`config.mk`:
```
export PLATFORM = sky130hd
export DESIGN_NAME = uart_tx_framer
export DESIGN_NICKNAME = d
export VERILOG_FILES = /design/src/rtl/uart_tx_framer.sv
export SDC_FILE = /design/constraint.sdc
export NUM_CORES = 1
export LEC_CHECK = 0
export BUFFER_PORTS_ARGS = -buffer_cell sky130_fd_sc_hd__buf_2
export CAP_MARGIN = 20
export CORE_ASPECT_RATIO = 0.7
export CORE_MARGIN = 8
export CORE_UTILIZATION = 45
export CTS_BUF_LIST = sky130_fd_sc_hd__clkbuf_8 sky130_fd_sc_hd__clkbuf_16
export DETAILED_ROUTE_END_ITERATION = 6
export GPL_TIMING_DRIVEN = 0
export PLACE_DENSITY_LB_ADDON = 0.2
export SLEW_MARGIN = 20
export SYNTH_ARGS = -nofsm -noshare
export SYNTH_HDL_FRONTEND = slang
export SYNTH_SLANG_ARGS = --single-unit
```
`constraint.sdc`:
```
create_clock -name clk -period 1.9 [get_ports clk]
set_input_delay 0.19 -clock clk [delete_from_list [all_inputs] [get_ports clk]]
set_output_delay 0.19 -clock clk [all_outputs]
set_load 0.02 [all_outputs]
```
`src/rtl/uart_tx_framer.sv`:
```
// UART transmitter: start bit, DATA_BITS data bits LSB first, optional parity, STOP_BITS stop bits.
// Optional parity bit enabled by defining UART_TX_PARITY_EN (PARITY_ODD selects polarity).
module uart_tx_framer #(
    parameter int DATA_BITS    = 8,
    parameter int STOP_BITS    = 1,
    parameter int CLKS_PER_BIT = 16,
    parameter int PARITY_ODD   = 0
) (
    input  logic                 clk,
    input  logic                 rst,
    input  logic                 valid,
    input  logic [DATA_BITS-1:0] data,
    output logic                 ready,
    output logic                 busy,
    output logic                 tx
);

    localparam int CNT_W = $clog2(CLKS_PER_BIT);
    localparam int BIT_W = $clog2(DATA_BITS + 1);
    localparam logic [CNT_W-1:0] CNT_LAST  = CNT_W'(CLKS_PER_BIT - 1);
    localparam logic [BIT_W-1:0] DATA_LAST = BIT_W'(DATA_BITS - 1);
    localparam logic [BIT_W-1:0] STOP_LAST = BIT_W'(STOP_BITS - 1);

    localparam logic [2:0] S_IDLE   = 3'd0;
    localparam logic [2:0] S_START  = 3'd1;
    localparam logic [2:0] S_DATA   = 3'd2;
`ifdef UART_TX_PARITY_EN
    localparam logic [2:0] S_PARITY = 3'd3;
`endif
    localparam logic [2:0] S_STOP   = 3'd4;

    if (DATA_BITS < 5 || DATA_BITS > 9 || !(STOP_BITS == 1 || STOP_BITS == 2) ||
        CLKS_PER_BIT < 2 || !(PARITY_ODD == 0 || PARITY_ODD == 1)) begin : g_bad_params
        $error("uart_tx_framer: illegal parameter combination");
    end

    logic [2:0]           state_q, state_d;
    logic [CNT_W-1:0]     cnt_q, cnt_d;
    logic [BIT_W-1:0]     bit_q, bit_d;
    logic [DATA_BITS-1:0] shift_q, shift_d;
    logic                 tx_q, tx_d;
`ifdef UART_TX_PARITY_EN
    logic                 par_q, par_d;
`endif

    wire cnt_last = (cnt_q == CNT_LAST);

    // tx_d always carries the line value of the state being entered, so tx stays registered.
    always_comb begin
        state_d = state_q;
        cnt_d   = cnt_q;
        bit_d   = bit_q;
        shift_d = shift_q;
        tx_d    = tx_q;
`ifdef UART_TX_PARITY_EN
        par_d   = par_q;
`endif
        case (state_q)
            S_IDLE: begin
                tx_d  = 1'b1;
                cnt_d = '0;
                bit_d = '0;
                if (valid) begin
                    shift_d = data;
                    state_d = S_START;
                    tx_d    = 1'b0;
`ifdef UART_TX_PARITY_EN
                    par_d   = (^data) ^ (PARITY_ODD != 0);
`endif
                end
            end
            S_START: begin
                if (cnt_last) begin
                    cnt_d   = '0;
                    bit_d   = '0;
                    state_d = S_DATA;
                    tx_d    = shift_q[0];
                end else begin
                    cnt_d = cnt_q + CNT_W'(1);
                end
            end
            S_DATA: begin
                if (cnt_last) begin
                    cnt_d   = '0;
                    shift_d = shift_q >> 1;
                    if (bit_q == DATA_LAST) begin
                        bit_d = '0;
`ifdef UART_TX_PARITY_EN
                        state_d = S_PARITY;
                        tx_d    = par_q;
`else
                        state_d = S_STOP;
                        tx_d    = 1'b1;
`endif
                    end else begin
                        bit_d = bit_q + BIT_W'(1);
                        tx_d  = shift_d[0];
                    end
                end else begin
                    cnt_d = cnt_q + CNT_W'(1);
                end
            end
`ifdef UART_TX_PARITY_EN
            S_PARITY: begin
                if (cnt_last) begin
                    cnt_d   = '0;
                    state_d = S_STOP;
                    tx_d    = 1'b1;
                end else begin
                    cnt_d = cnt_q + CNT_W'(1);
                end
            end
`endif
            S_STOP: begin
                tx_d = 1'b1;
                if (cnt_last) begin
                    cnt_d = '0;
                    if (bit_q == STOP_LAST) begin
                        bit_d   = '0;
                        state_d = S_IDLE;
                    end else begin
                        bit_d = bit_q + BIT_W'(1);
                    end
                end else begin
                    cnt_d = cnt_q + CNT_W'(1);
                end
            end
            default: begin
                state_d = S_IDLE;
                cnt_d   = '0;
                bit_d   = '0;
                tx_d    = 1'b1;
            end
        endcase
    end

    always_ff @(posedge clk) begin
        if (rst) begin
            state_q <= S_IDLE;
            cnt_q   <= '0;
            bit_q   <= '0;
            shift_q <= '0;
            tx_q    <= 1'b1;
`ifdef UART_TX_PARITY_EN
            par_q   <= 1'b0;
`endif
        end else begin
            state_q <= state_d;
            cnt_q   <= cnt_d;
            bit_q   <= bit_d;
            shift_q <= shift_d;
            tx_q    <= tx_d;
`ifdef UART_TX_PARITY_EN
            par_q   <= par_d;
`endif
        end
    end

    assign ready = (state_q == S_IDLE);
    assign busy  = ~ready;
    assign tx    = tx_q;

endmodule

```
==> summary.txt <==
Outcome -> finished clean
Worst Setup Start Kind -> register
Via count of the routed design -> 905
Leak Pwr -> 0.000480 µW
TritonCTS clock tree -> built
Critical path peak fanout -> 10
Skew-Pair Late Insertion Delay -> 0.26 ns
Drt total wl -> 2170 µm
Vias in the first global route -> 882
Clock Tree Buf Depth -> 2
Final min period -> 1.68 ns
Synth Flop Type -> dfxtp_1
Slew HR -> 47.5%
Seq pwr share -> 40.6%
Hold Fails Final Rpt -> 0
Final Wtd Congestion -> 0.845
Crit share post-route -> 88.7%
Post-DRT Antenna Nets -> 0
Post-DP HPWL -> 1610 µm
Vias per cell -> 5.36
Hold Buf Count CTS -> 0
Nets -> 152
# Post-CTS Setup Buffers -> 0
RSZ-0062 raised after global routing -> false
Starting Density -> 47.8%
Library cells used by synthesis -> 30
Ys async rst share -> 0%
Cell area power density -> 982 nW/µm²
Maxcap violations -> 0
Internal power -> 856 µW
Clk pwr share -> 35.8%
Pre-CTS WS -> 0.208 ns
Combinational Power Share -> 23.6%
DRC -> 0
Sw Ratio -> 27.9%
DRT iter0 DRCs -> 60
Core area -> 2170 µm²
Crit path arrival time -> 1.86 ns
Max-slew violations -> 0
Achievable Freq -> 594 MHz
Clock Pin Slew Worst Setup and Hold Paths -> 0.08 ns
Largest net degree at the start of global routing -> 13
Die Area -> 4120 µm²
CP Data Required Time -> 2.07 ns
Root Buffer -> clkbuf_8
Wire per inst -> 12.9 µm
Number of port buffers -> 12
Row cnt -> 14
Fraction of layout cells with a size suffix above 1 -> 20.4%
Total clock sinks -> 20
Synth Cell Area -> 1040 µm²
TNS Setup -> 0 ns
Htree depth -> 1
CTS resizes -> 0
Chip height -> 56.2 µm
Clk_skew -> 0.00423 ns
CTS buffer count -> 3
Crit Path Class -> register to register
CP endpoint kind -> register
Initial antenna violation count -> 0
Post-synth EDFFs -> 0
Slew @ Worst Pin -> 0.785 ns
Register area share after synthesis -> 38.6%
Die width -> 73.4 µm
Sw Pwr -> 331 µW
Drt pass-1 iters -> 4
Ports -> 14
Synth warnings -> 0
Hold Crit Class -> primary input to register
Synth Instances -> 121
First-pass GRT wire length -> 3780 µm
Hold WS -> 0.185 ns
R2r setup slk -> 0.22 ns
VDD IR max -> 0.701 mV
Area grow syn2layout -> 16.5%
GRT Residual Overflow -> 0
Synthesized flop and latch total -> 20
Endpoints failing setup -> 0
# diodes -> 0
Avg Cell Area, Syn -> 8.57 µm²
Tot GR Track Use -> 11.1%
Final setup margin -> 0.215 ns
Mapped Nets -> 135
[final timing paths]
check	start	end	cells after the start
setup / recovery	state_q[1]	shift_q[6]	6
hold / removal	data[2]	shift_q[2]	3
setup reg to reg	state_q[1]	shift_q[6]	6
hold reg to reg	cnt_q[0]	cnt_q[0]	1
[critical path: stages (launching register included)]
cell and delay (ns):
dfxtp_1 0.35, buf_6 0.14, or3b_4 0.42, o21ai_4 0.22, buf_6 0.18, nor2_1 0.06, a311oi_2 0.22
[sequential cells by signal, indices dropped and copies added, names as in the netlist]
name,cells
tx,1
bit_q,4
shift_q,8
state_q,3
cnt_q,4
[cells in the final DEF, fill, tap and decap left out, types with 4 or more instances in the layout]
cell      instances
nand2_1          20
dfxtp_1          20
nor2_1           12
buf_2            12
nand3_1           8
a21oi_1           7
o21ai_0           5
a311oi_1          5
inv_1             4
nor3_1            4
[per-stage QoR]
stage,util (%),power (µW),instances,instance area [µm²]
global placement,52.4,763,165,1140
floorplan,-,703,121,1040
global route,55.6,1250,169,1210
CTS,55.6,1190,169,1210
detailed placement,52.4,770,165,1140
finish,55.6,1190,169,1210
[synth_stat cells, types with 4 or more instances]
cell type   n  share of area (%)
a311oi_1    5                4.2
nand3_1     8                3.9
dfxtp_1    20                 39
a21oi_1     7                3.4
nor3_1      4                1.9
o21ai_0     5                2.4
nand2_1    20                7.2
inv_1       4                1.4
nor2_1     12                4.3
[area by class of cell]
type	count	area, µm²
well taps	32	40.0
fillers	219	963
flip-flops and latches	20	400
multi-input cells	90	566
repair buffers	12	60.1
clock buffers	3	41.3
inverters	4	15.0
plain buffers	7	56.3
clock inverters	1	30.0
[layer usage]
layer  up-vias  track usage (%)  wire (µm)
met2        14             17.3       1000
met1       426             14.2       1040
met4         0             1.70          4
li1        463                -          -
met3         2             4.32        131
met5         -                0          0
[power groups by stage]
stage	clock (µW)	sequential, µW	combinational, µW
after floorplan	0	492	211
after global placement	0	489	274
after detailed placement	0	491	279
after CTS	430	481	282
after global routing	447	487	314
final	425	481	280
[logic make-up after synthesis]
logic type,synth area share [%]
muxes,0.965
and+or+nand+nor,26.9
adders and majority gates,3.62
xor gates and xnor gates,3.38
buffers and inverters,6.87
DFF,38.6
AOI/OAI and AO/OA,19.7
Note: power is estimated with default switching activity, not from simulation.
